## config.mk

```make
export PLATFORM = sky130hd
export DESIGN_NAME = div_entry_ctrl_flat
export DESIGN_NICKNAME = d
export VERILOG_FILES = /design/src/rtl/div_ctrl_pkg.sv /design/src/rtl/div_entry_ctrl_if.sv /design/src/rtl/div_timeout_cnt.sv /design/src/rtl/div_entry_ctrl.sv /design/src/flat_wrapper.sv
export SDC_FILE = /design/constraint.sdc
export NUM_CORES = 1
export LEC_CHECK = 0
export CAP_MARGIN = 20
export CORE_UTILIZATION = 52
export DETAILED_ROUTE_END_ITERATION = 6
export GPL_ROUTABILITY_DRIVEN = 0
export GPL_TIMING_DRIVEN = 0
export PLACE_DENSITY = 0.86
export SLEW_MARGIN = 0
export SYNTH_ARGS = -nofsm -noshare
export SYNTH_HDL_FRONTEND = slang
export SYNTH_SLANG_ARGS = --single-unit
```

## constraint.sdc

```tcl
create_clock -name clk -period 3.7 [get_ports clk]
set_input_delay 0.925 -clock clk [delete_from_list [all_inputs] [get_ports clk]]
set_output_delay 0.925 -clock clk [all_outputs]
set_load 0.05 [all_outputs]
```

## src/rtl/div_ctrl_pkg.sv

```systemverilog
// Shared types and constants for the divider entry controller.
package div_ctrl_pkg;

   localparam int unsigned NIB_W = 4;
   localparam int unsigned OP_W  = 8;
   localparam int unsigned RES_W = 7;

   typedef enum logic [3:0] {
      A_HI,
      A_LO,
      B_HI,
      B_LO,
      CHECK,
      START,
      WAIT,
      SHOW,
      ERR
   } state_t;

   typedef enum logic [1:0] {
      ERR_NONE = 2'd0,
      ERR_DIV0 = 2'd1,
      ERR_OVF  = 2'd2,
      ERR_TMO  = 2'd3
   } err_t;

   // Quotient or remainder would not fit in RES_W bits.
   function automatic logic is_ovf(input logic [OP_W-1:0] a, input logic [OP_W-1:0] b);
      return a[OP_W-1] && ((b == OP_W'(1)) || (a < b));
   endfunction

endpackage

```

## src/rtl/div_entry_ctrl_if.sv

```systemverilog
// Keypad, divider and display signals of the entry controller.
interface div_entry_ctrl_if;
   import div_ctrl_pkg::*;

   logic             key_valid;
   logic [NIB_W-1:0] key_code;
   logic             div_done;
   logic [RES_W-1:0] div_q;
   logic [RES_W-1:0] div_r;
   logic             div_start;
   logic [OP_W-1:0]  div_a;
   logic [OP_W-1:0]  div_b;
   logic [15:0]      disp_val;
   logic [3:0]       disp_en;
   logic             busy;
   logic             result_valid;
   logic [1:0]       err_code;

   // Controller side.
   modport master (
      input  key_valid, key_code, div_done, div_q, div_r,
      output div_start, div_a, div_b, disp_val, disp_en, busy, result_valid, err_code
   );

   // Environment side: keypad, divider and display.
   modport slave (
      output key_valid, key_code, div_done, div_q, div_r,
      input  div_start, div_a, div_b, disp_val, disp_en, busy, result_valid, err_code
   );

endinterface

```

## src/rtl/div_timeout_cnt.sv

```systemverilog
// Counts WAIT cycles; expired flags the last allowed cycle without done.
module div_timeout_cnt #(
   parameter int unsigned TIMEOUT = 64
) (
   input  logic clk,
   input  logic rst,
   input  logic clr,
   input  logic en,
   output logic expired
);

   localparam int unsigned CW = (TIMEOUT > 1) ? $clog2(TIMEOUT) : 1;
   localparam logic [CW-1:0] LAST = CW'(TIMEOUT - 1);

   logic [CW-1:0] cnt_q;

   // Count while enabled, saturating at the last value.
   always_ff @(posedge clk) begin
      if (rst || clr) begin
         cnt_q <= '0;
      end else if (en && !expired) begin
         cnt_q <= cnt_q + CW'(1);
      end
   end

   assign expired = (cnt_q == LAST);

endmodule

```

## src/rtl/div_entry_ctrl.sv

```systemverilog
// Keypad entry, operand screening and divider sequencing with display output.
module div_entry_ctrl
   import div_ctrl_pkg::*;
#(
   parameter int unsigned TIMEOUT = 64
) (
   input  logic               clk,
   input  logic               rst,
   div_entry_ctrl_if.master   bus
);

   state_t           state_q, state_d;
   logic [OP_W-1:0]  a_q, a_d;
   logic [OP_W-1:0]  b_q, b_d;
   logic [RES_W-1:0] q_q, q_d;
   logic [RES_W-1:0] r_q, r_d;
   err_t             err_q, err_d;
   logic             start_q, busy_q, rv_q;
   logic             tmo_expired;

   div_timeout_cnt #(
      .TIMEOUT (TIMEOUT)
   ) u_timeout (
      .clk     (clk),
      .rst     (rst),
      .clr     (state_q != WAIT),
      .en      ((state_q == WAIT) && !bus.div_done),
      .expired (tmo_expired)
   );

   // State, operand, result and state-decoded output registers.
   always_ff @(posedge clk) begin
      if (rst) begin
         state_q <= A_HI;
         a_q     <= '0;
         b_q     <= '0;
         q_q     <= '0;
         r_q     <= '0;
         err_q   <= ERR_NONE;
         start_q <= 1'b0;
         busy_q  <= 1'b0;
         rv_q    <= 1'b0;
      end else begin
         state_q <= state_d;
         a_q     <= a_d;
         b_q     <= b_d;
         q_q     <= q_d;
         r_q     <= r_d;
         err_q   <= err_d;
         start_q <= (state_d == START);
         busy_q  <= (state_d == CHECK) || (state_d == START) || (state_d == WAIT);
         rv_q    <= (state_d == SHOW);
      end
   end

   // Next-state, nibble capture, operand screening and result latching.
   always_comb begin
      state_d = state_q;
      a_d     = a_q;
      b_d     = b_q;
      q_d     = q_q;
      r_d     = r_q;
      err_d   = err_q;
      unique case (state_q)
         A_HI: if (bus.key_valid) begin
            a_d[7:4] = bus.key_code;
            state_d  = A_LO;
         end
         A_LO: if (bus.key_valid) begin
            a_d[3:0] = bus.key_code;
            state_d  = B_HI;
         end
         B_HI: if (bus.key_valid) begin
            b_d[7:4] = bus.key_code;
            state_d  = B_LO;
         end
         B_LO: if (bus.key_valid) begin
            b_d[3:0] = bus.key_code;
            state_d  = CHECK;
         end
         CHECK: begin
            if (b_q == '0) begin
               err_d   = ERR_DIV0;
               state_d = ERR;
            end else if (is_ovf(a_q, b_q)) begin
               err_d   = ERR_OVF;
               state_d = ERR;
            end else begin
               state_d = START;
            end
         end
         START: state_d = WAIT;
         WAIT: begin
            // Done takes priority over a simultaneous timeout.
            if (bus.div_done) begin
               q_d     = bus.div_q;
               r_d     = bus.div_r;
               state_d = SHOW;
            end else if (tmo_expired) begin
               err_d   = ERR_TMO;
               state_d = ERR;
            end
         end
         SHOW, ERR: if (bus.key_valid) begin
            a_d     = '0;
            b_d     = '0;
            err_d   = ERR_NONE;
            state_d = A_HI;
         end
         default: state_d = A_HI;
      endcase
   end

   // Display mux, decoded from the current state.
   always_comb begin
      bus.disp_val = {a_q, b_q};
      bus.disp_en  = 4'b1111;
      unique case (state_q)
         A_HI:    bus.disp_en = 4'b0000;
         A_LO:    bus.disp_en = 4'b1000;
         B_HI:    bus.disp_en = 4'b1100;
         B_LO:    bus.disp_en = 4'b1110;
         SHOW:    bus.disp_val = {1'b0, q_q, 1'b0, r_q};
         ERR:     bus.disp_val = {4'hE, 4'h0, 4'h0, 2'b00, err_q};
         default: ;
      endcase
   end

   assign bus.div_start    = start_q;
   assign bus.div_a        = a_q;
   assign bus.div_b        = b_q;
   assign bus.busy         = busy_q;
   assign bus.result_valid = rv_q;
   assign bus.err_code     = err_q;

endmodule

```

## src/flat_wrapper.sv

```systemverilog
// flat-port wrapper written by rule: the top's interface ports become plain ports
module div_entry_ctrl_flat import div_ctrl_pkg::*;
#(
   parameter int unsigned TIMEOUT = 64
)
  (clk, rst, bus_key_valid, bus_key_code, bus_div_done, bus_div_q, bus_div_r, bus_div_start, bus_div_a, bus_div_b, bus_disp_val, bus_disp_en, bus_busy, bus_result_valid, bus_err_code);
  div_entry_ctrl_if bus_i ();
  input  logic clk;
  input  logic rst;
  input wire logic [$bits(bus_i.key_valid)-1:0] bus_key_valid;
  input wire logic [$bits(bus_i.key_code)-1:0] bus_key_code;
  input wire logic [$bits(bus_i.div_done)-1:0] bus_div_done;
  input wire logic [$bits(bus_i.div_q)-1:0] bus_div_q;
  input wire logic [$bits(bus_i.div_r)-1:0] bus_div_r;
  output wire logic [$bits(bus_i.div_start)-1:0] bus_div_start;
  output wire logic [$bits(bus_i.div_a)-1:0] bus_div_a;
  output wire logic [$bits(bus_i.div_b)-1:0] bus_div_b;
  output wire logic [$bits(bus_i.disp_val)-1:0] bus_disp_val;
  output wire logic [$bits(bus_i.disp_en)-1:0] bus_disp_en;
  output wire logic [$bits(bus_i.busy)-1:0] bus_busy;
  output wire logic [$bits(bus_i.result_valid)-1:0] bus_result_valid;
  output wire logic [$bits(bus_i.err_code)-1:0] bus_err_code;
  assign bus_i.key_valid = bus_key_valid;
  assign bus_i.key_code = bus_key_code;
  assign bus_i.div_done = bus_div_done;
  assign bus_i.div_q = bus_div_q;
  assign bus_i.div_r = bus_div_r;
  assign bus_div_start = bus_i.div_start;
  assign bus_div_a = bus_i.div_a;
  assign bus_div_b = bus_i.div_b;
  assign bus_disp_val = bus_i.disp_val;
  assign bus_disp_en = bus_i.disp_en;
  assign bus_busy = bus_i.busy;
  assign bus_result_valid = bus_i.result_valid;
  assign bus_err_code = bus_i.err_code;
  div_entry_ctrl #(.TIMEOUT(TIMEOUT)) u_core (.clk(clk), .rst(rst), .bus(bus_i));
endmodule
```

# After elaboration in Yosys (flattened, before gate mapping)
# Index checks and enable logic that the tools add are counted.
# classes
n_lt_le_gt_ge	1
n_reduce_logical	23
add_sub_neg	1
eq_ne	23
mux	24
# op_table
cell	n
$mux W4	10
$eq A4 B3 Y1 const B	8
$pmux W16 S2	1
$pmux W4 S2	4
$pmux W4 S8	1
$pmux W4 S4	1
$ne A2 B2 Y1 const B	7
$reduce_and A3 Y1	4
$mux W2	5
$eq A4 B2 Y1 const B	2
$eq A8 B1 Y1 const B	1
$logic_not A8 Y1	1
$lt A8 B8 Y1	1
$mux W8	1
$reduce_bool A2 Y1	4
$add A6 B1 Y6 const B	1
$eq A6 B6 Y1 const B	1
$pmux W2 S3	1
$reduce_and A5 Y1	1
$eq A4 B1 Y1 const B	1
$eq A4 B4 Y1 const B	1
$logic_not A4 Y1	1
$logic_or A1 B1 Y1	4
$ne A4 B3 Y1 const B	1
other kinds (6)	9
# word_totals
ff_bits	45
in_bits	22
out_inout_bits	41
wordCells	84

# Logic depth before layout (Yosys ltp)
# logic_depth
ltp_word	9
ltp_mapped	8
mapped_depth_nobuf	8

# Cells and area by module
# Synthesis repeated with hierarchy kept, for this count alone.
# unflattened
hier_cells	298
hier_area_um2	2363.5
# modules_own_cells
module	seq_area_each_um2	instances	area_per_inst_um2	cells_each
div_entry_ctrl	780.7	1	2064.5	266
div_timeout_cnt	120.1	1	299.0	32

# Worst setup path after synthesis
# Ideal clock, no wire load.
# synth_path
kind	register to output
start	reg u_core.state_q[3]
end	out bus_disp_val[2]
t_arrival_ns	2.209
setup_slack_ns	0.566
required_time_ns	2.775
stages_incl_launch_ff	6
cell_sequence	dfxtp_1 > buf_2 > and4b_1 > buf_2 > clkbuf_1 > o31ai_1
# synth_via
elab_chain_cells	2
# synth_lines
item	line	source
start, declared	div_entry_ctrl.sv:12	state_t state_q, state_d;
start signal, assigned	div_entry_ctrl.sv:44	state_q <= state_d;
$eq A4 B4 Y1 or $eq A4 B3 Y1 (tied branches)	div_entry_ctrl.sv:118	unique case (state_q)
$pmux W16 S2 *	div_entry_ctrl.sv:118	
end, declared	flat_wrapper.sv:18	output wire logic [$bits(bus_i.disp_val)-1:0] bus_disp_val;
# Every way passes the cells marked *; elsewhere a longest branch is shown, timed or not.

# Worst setup path after layout
# layout_path
start	reg u_core.state_q[0]
end	out bus_disp_val[9]
# The elaborated chain is that of the path after synthesis.

==> impl_summary.txt <==
----------------------------------------------------
[Global route]
  GRT Total Usage ... 0.291
  Wire length of the first global-routing pass ... 11300 µm
  Via count of the first global-routing pass ... 2386
  Antenna violations before repair ... 0
  Maximum number of pins on one net before global-route repair ... 14
  Aggregate global routing overflow ... 0

[Worst hold path]
  Hold path startpoint ... u_core.q_q[2]$_SDFFE_PP0P_
  Class of the tightest hold or removal check ... register to register
  End point of the most critical hold path ... u_core.q_q[2]$_SDFFE_PP0P_
  Depth of the worst hold-timing path ... 2

[Timing]
  Final setup violating endpoints ... 0
  Headroom to the max-slew limit ... 0.643
  Final worst setup slack ... 161 ps
  Clock period minus worst slack ... 3540 ps
  FMAX ... 0.283 GHz
  Worst Clk Skew ... 13.3 ps
  Unrepaired setup endpoints after global routing ... false
  Final count of hold timing violations ... 0
  Setup TNS after final layout ... 0 ps
  Slew at the pin closest to its max-slew limit ... 532 ps
  Pins over their slew limit ... 0
  Crit share post-route ... 0.956

[Yosys]
  Top FF cell, synth ... sky130_fd_sc_hd__dfxtp_1
  Number of different library cells in the post-synthesis netlist ... 50
  Mapped Area ... 2390 µm²
  Fraction of the yosys area taken by sequential cells ... 0.378
  Post-synthesis register bit count ... 45
  Net count of the mapped netlist ... 349
  Number of instances in the synthesized netlist ... 319
  Warnings from Yosys ... 0
  Number of enable-type register cells in the synthesized netlist ... 0
  Share of synthesized flip-flops with an asynchronous set or reset ... 0
  Syn avg cell area ... 7.48 µm²

[Clocking]
  Max clock buf depth ... 2
  Clock tree from TritonCTS ... done
  Number of clock buffers inserted by TritonCTS ... 5
  Clk_lat worst skew ... 310 ps
  # clock sinks ... 45
  Level count of the clock H-tree ... 2
  Root buf cell ... sky130_fd_sc_hd__clkbuf_8
  Post CTS Setup Buffer Count ... 0
  Clk slew on worst S/H paths ... 90 ps
  Hold buffers post-CTS ... 0

[Worst setup path]
  Delay contributed by the slowest stage of the critical path ... 710 ps
  Critical path buffer and inverter count ... 3
  Cells on worst reg2reg path ... 8
  CP Max Fanout ... 10
  Worst-path cell chain ... buf_2 > clkbuf_1 > nand3_1 > nand3_1 > nand2_1 > clkdlybuf4s50_1
  Source of the worst register-to-register timing path ... u_core.bus.div_b[4]$_SDFFE_PP0P_
  FF-to-FF setup slack ... 1340 ps
  Dominant cell type by count on the critical path ... sky130_fd_sc_hd__nand3_1
  Element type at the critical path end ... output port
  Critical path class ... register to output port
  Critical path's top delay family ... buffers and inverters
  Worst r2r dst ... u_core.bus.err_code[1]$_SDFFE_PP0P_
  Launching element type of the critical path ... register
  Signal arrival time at the worst endpoint ... 2610 ps
  Cell type of the slowest stage on the worst timing path ... sky130_fd_sc_hd__clkdlybuf4s50_1
  Required time at the endpoint of the critical path ... 2770 ps

[Detailed routing]
  Avg Vias per Cell ... 5.91
  Detailed Route Iter0 Violations ... 228
  First drt pass iteration count ... 6
  Total Wirelength ... 6900 µm
  DRC violation count after routing ... 0
  Post-route antenna net violation count ... 0
  Overall via count from detail_route ... 2596
  Post-DR wirelength/cell ... 15.7 µm

[Job]
  MaxCap Viol Count ... 0

[Power and ir drop]
  Leakage power figure ... 1.29 nW
  Power Dens Cells ... 320 nW/µm²
  Peak supply drop ... 0.275 mV
  Design Power ... 1.01 mW

[Cells and area]
  Final Instance Area ... 3170 µm²
  Total inserted antenna cells ... 0
  Layout fillers ... 339
  Final #Nets ... 417
  Area growth from synthesis to final layout ... 32.8%
  Fraction of layout cells with a size suffix above 1 ... 0.0620

[Placed design]
  Number of I/O port buffers ... 61
  DPL Wire Length ... 5010 µm
  Post-place setup slack ... 299 ps
  Post-place instance area ... 3060 µm²

[Floorplanning]
  Die Area ... 4860 µm²
  Top Ports ... 63
  Core Region ... 4380 µm²
  # rows ... 24
  Starting density of the core ... 0.544
  Die height ... 69.7 µm
  Width of the chip ... 69.7 µm

[Run status]
  Result of the run ... complete, no violations

----------------------------------------------------
-- how the worst max path moves through the flow --
| stage | startpoint | endpoint | slack [ps] | cells past startpoint |
|---|---|---|---|---|
| 5_1_grt | u_core.state_q[0]$_SDFF_PP0_ | bus_disp_val[9] | 50 | 6 |
| 2_1_floorplan | u_core.state_q[3]$_SDFF_PP0_ | bus_disp_val[2] | 570 | 5 |
| 6_report | u_core.state_q[0]$_SDFF_PP0_ | bus_disp_val[9] | 160 | 6 |
| 3_5_place_dp | u_core.state_q[1]$_SDFF_PP0_ | bus_disp_val[13] | 300 | 6 |
| 3_3_place_gp | u_core.state_q[1]$_SDFF_PP0_ | bus_disp_val[13] | 370 | 6 |
| 4_1_cts | u_core.state_q[1]$_SDFF_PP0_ | bus_disp_val[1] | 50 | 6 |
-- cell type report --
type / count / area [µm²] / share of cell area
Multi-Input combinational cell: 244 / 1370 / 0.431
Tap cell: 52 / 65.1 / 0.0205
Inverter: 12 / 45.0 / 0.0142
Timing Repair Buffer: 61 / 623 / 0.197
Clock inverter: 1 / 7.51 / 0.00237
Buffer: 18 / 77.6 / 0.0245
Clock buffer: 6 / 82.6 / 0.0261
Sequential cell: 45 / 901 / 0.284
-- cell usage in the layout, fill, tap and decap left out, drive strengths merged, types with 4 or more instances in the layout --
| cell type | Yosys | layout |
|---|---|---|
| and2 | 4 | 4 |
| o21ai | 13 | 13 |
| clkdlybuf4s50 | 0 | 53 |
| a22oi | 5 | 5 |
| o31ai | 5 | 5 |
| mux2i | 4 | 4 |
| nor3 | 7 | 7 |
| nor2 | 29 | 29 |
| ha | 8 | 8 |
| inv | 12 | 12 |
| nand2 | 72 | 72 |
| nor2b | 6 | 6 |
| a21oi | 26 | 26 |
| nand3 | 23 | 23 |
| clkbuf | 12 | 18 |
| dfxtp | 45 | 45 |
| dlymetal6s2s | 0 | 6 |
| buf | 6 | 6 |
-- routing by layer --
metal  global-route usage  vias to the layer above  wire length, µm  part of all wire
met5                    0                        -                0                 0
met4               0.0867                        0               97             0.014
met3               0.0712                       17              681             0.099
met2                0.465                      150             3210              0.47
met1                0.388                     1182             2910              0.42
li1                     -                     1247                -                 -
-- sequential cells by signal (all words and copies together), names as in the netlist --
signal / cells
u_core.bus.result_valid: 1
u_core.u_timeout.cnt_q: 6
u_core.bus.err_code: 2
u_core.q_q: 7
u_core.r_q: 7
u_core.bus.div_start: 1
u_core.bus.busy: 1
u_core.bus.div_b: 8
u_core.state_q: 4
u_core.bus.div_a: 8
-- repair_timing --
item                                   CTS  global route
endpoints found under the hold margin    0             0
resized for setup                        3            10
setup endpoints to repair                7            12
-- stage by stage --
stage | instances | hold slack [ps] | util
4_1_cts | 439 | 459 | 0.719
3_3_place_gp | 432 | 444 | 0.698
5_1_grt | 439 | 479 | 0.723
6_report | 439 | 459 | 0.723
2_1_floorplan | 319 | 436 | -
3_5_place_dp | 432 | 448 | 0.698
-- where the power goes --
group / internal (mW) / switching, mW
Combinational: 0.0749 / 0.121
Sequential: 0.492 / 0.00887
Clock: 0.148 / 0.170
Total: 0.715 / 0.300
-- tightest hold or removal path, delay by kind of cell, from the launching register on --
family / cells / cell delay [ps]
simple gates: 1 / 50
flops: 1 / 310
compound gates: 1 / 50
-- cell usage after synthesis (all sizes together), types with 2 or more instances --
library cell	n	share of area
o21a	2	0.0063
nand4	3	0.0079
or4	2	0.0079
buf	6	0.012
nand3	23	0.050
o21ai	13	0.027
dfxtp	45	0.38
inv	12	0.019
and3	2	0.0052
nor2	29	0.047
xnor2	3	0.011
mux2i	4	0.017
nand2b	2	0.0052
and2	4	0.010
nor3	7	0.015
or3	2	0.0052
ha	8	0.042
clkbuf	12	0.019
o31ai	5	0.016
a22oi	5	0.016
nor3b	2	0.0084
nand2	72	0.11
o2bb2ai	2	0.0073
a21oi	26	0.055
nand3b	2	0.0063
nor2b	6	0.016
xor2	2	0.0073
a211o	2	0.0073
-- cells by family (layout without fill, tap and decap cells) --
logic type / Yosys count / in the layout / synth area share
buffers and inverters: 30 / 98 / 0.0498
flip-flops: 45 / 45 / 0.378
multiplexers: 4 / 4 / 0.0168
XOR/XNOR: 5 / 5 / 0.0184
adder cells (fa/ha/maj): 8 / 8 / 0.0420
AND/OR/NAND/NOR: 159 / 159 / 0.310
AO/OA/AOI/OAI: 68 / 68 / 0.185
No activity file was read; power rests on OpenSTA's default activity.
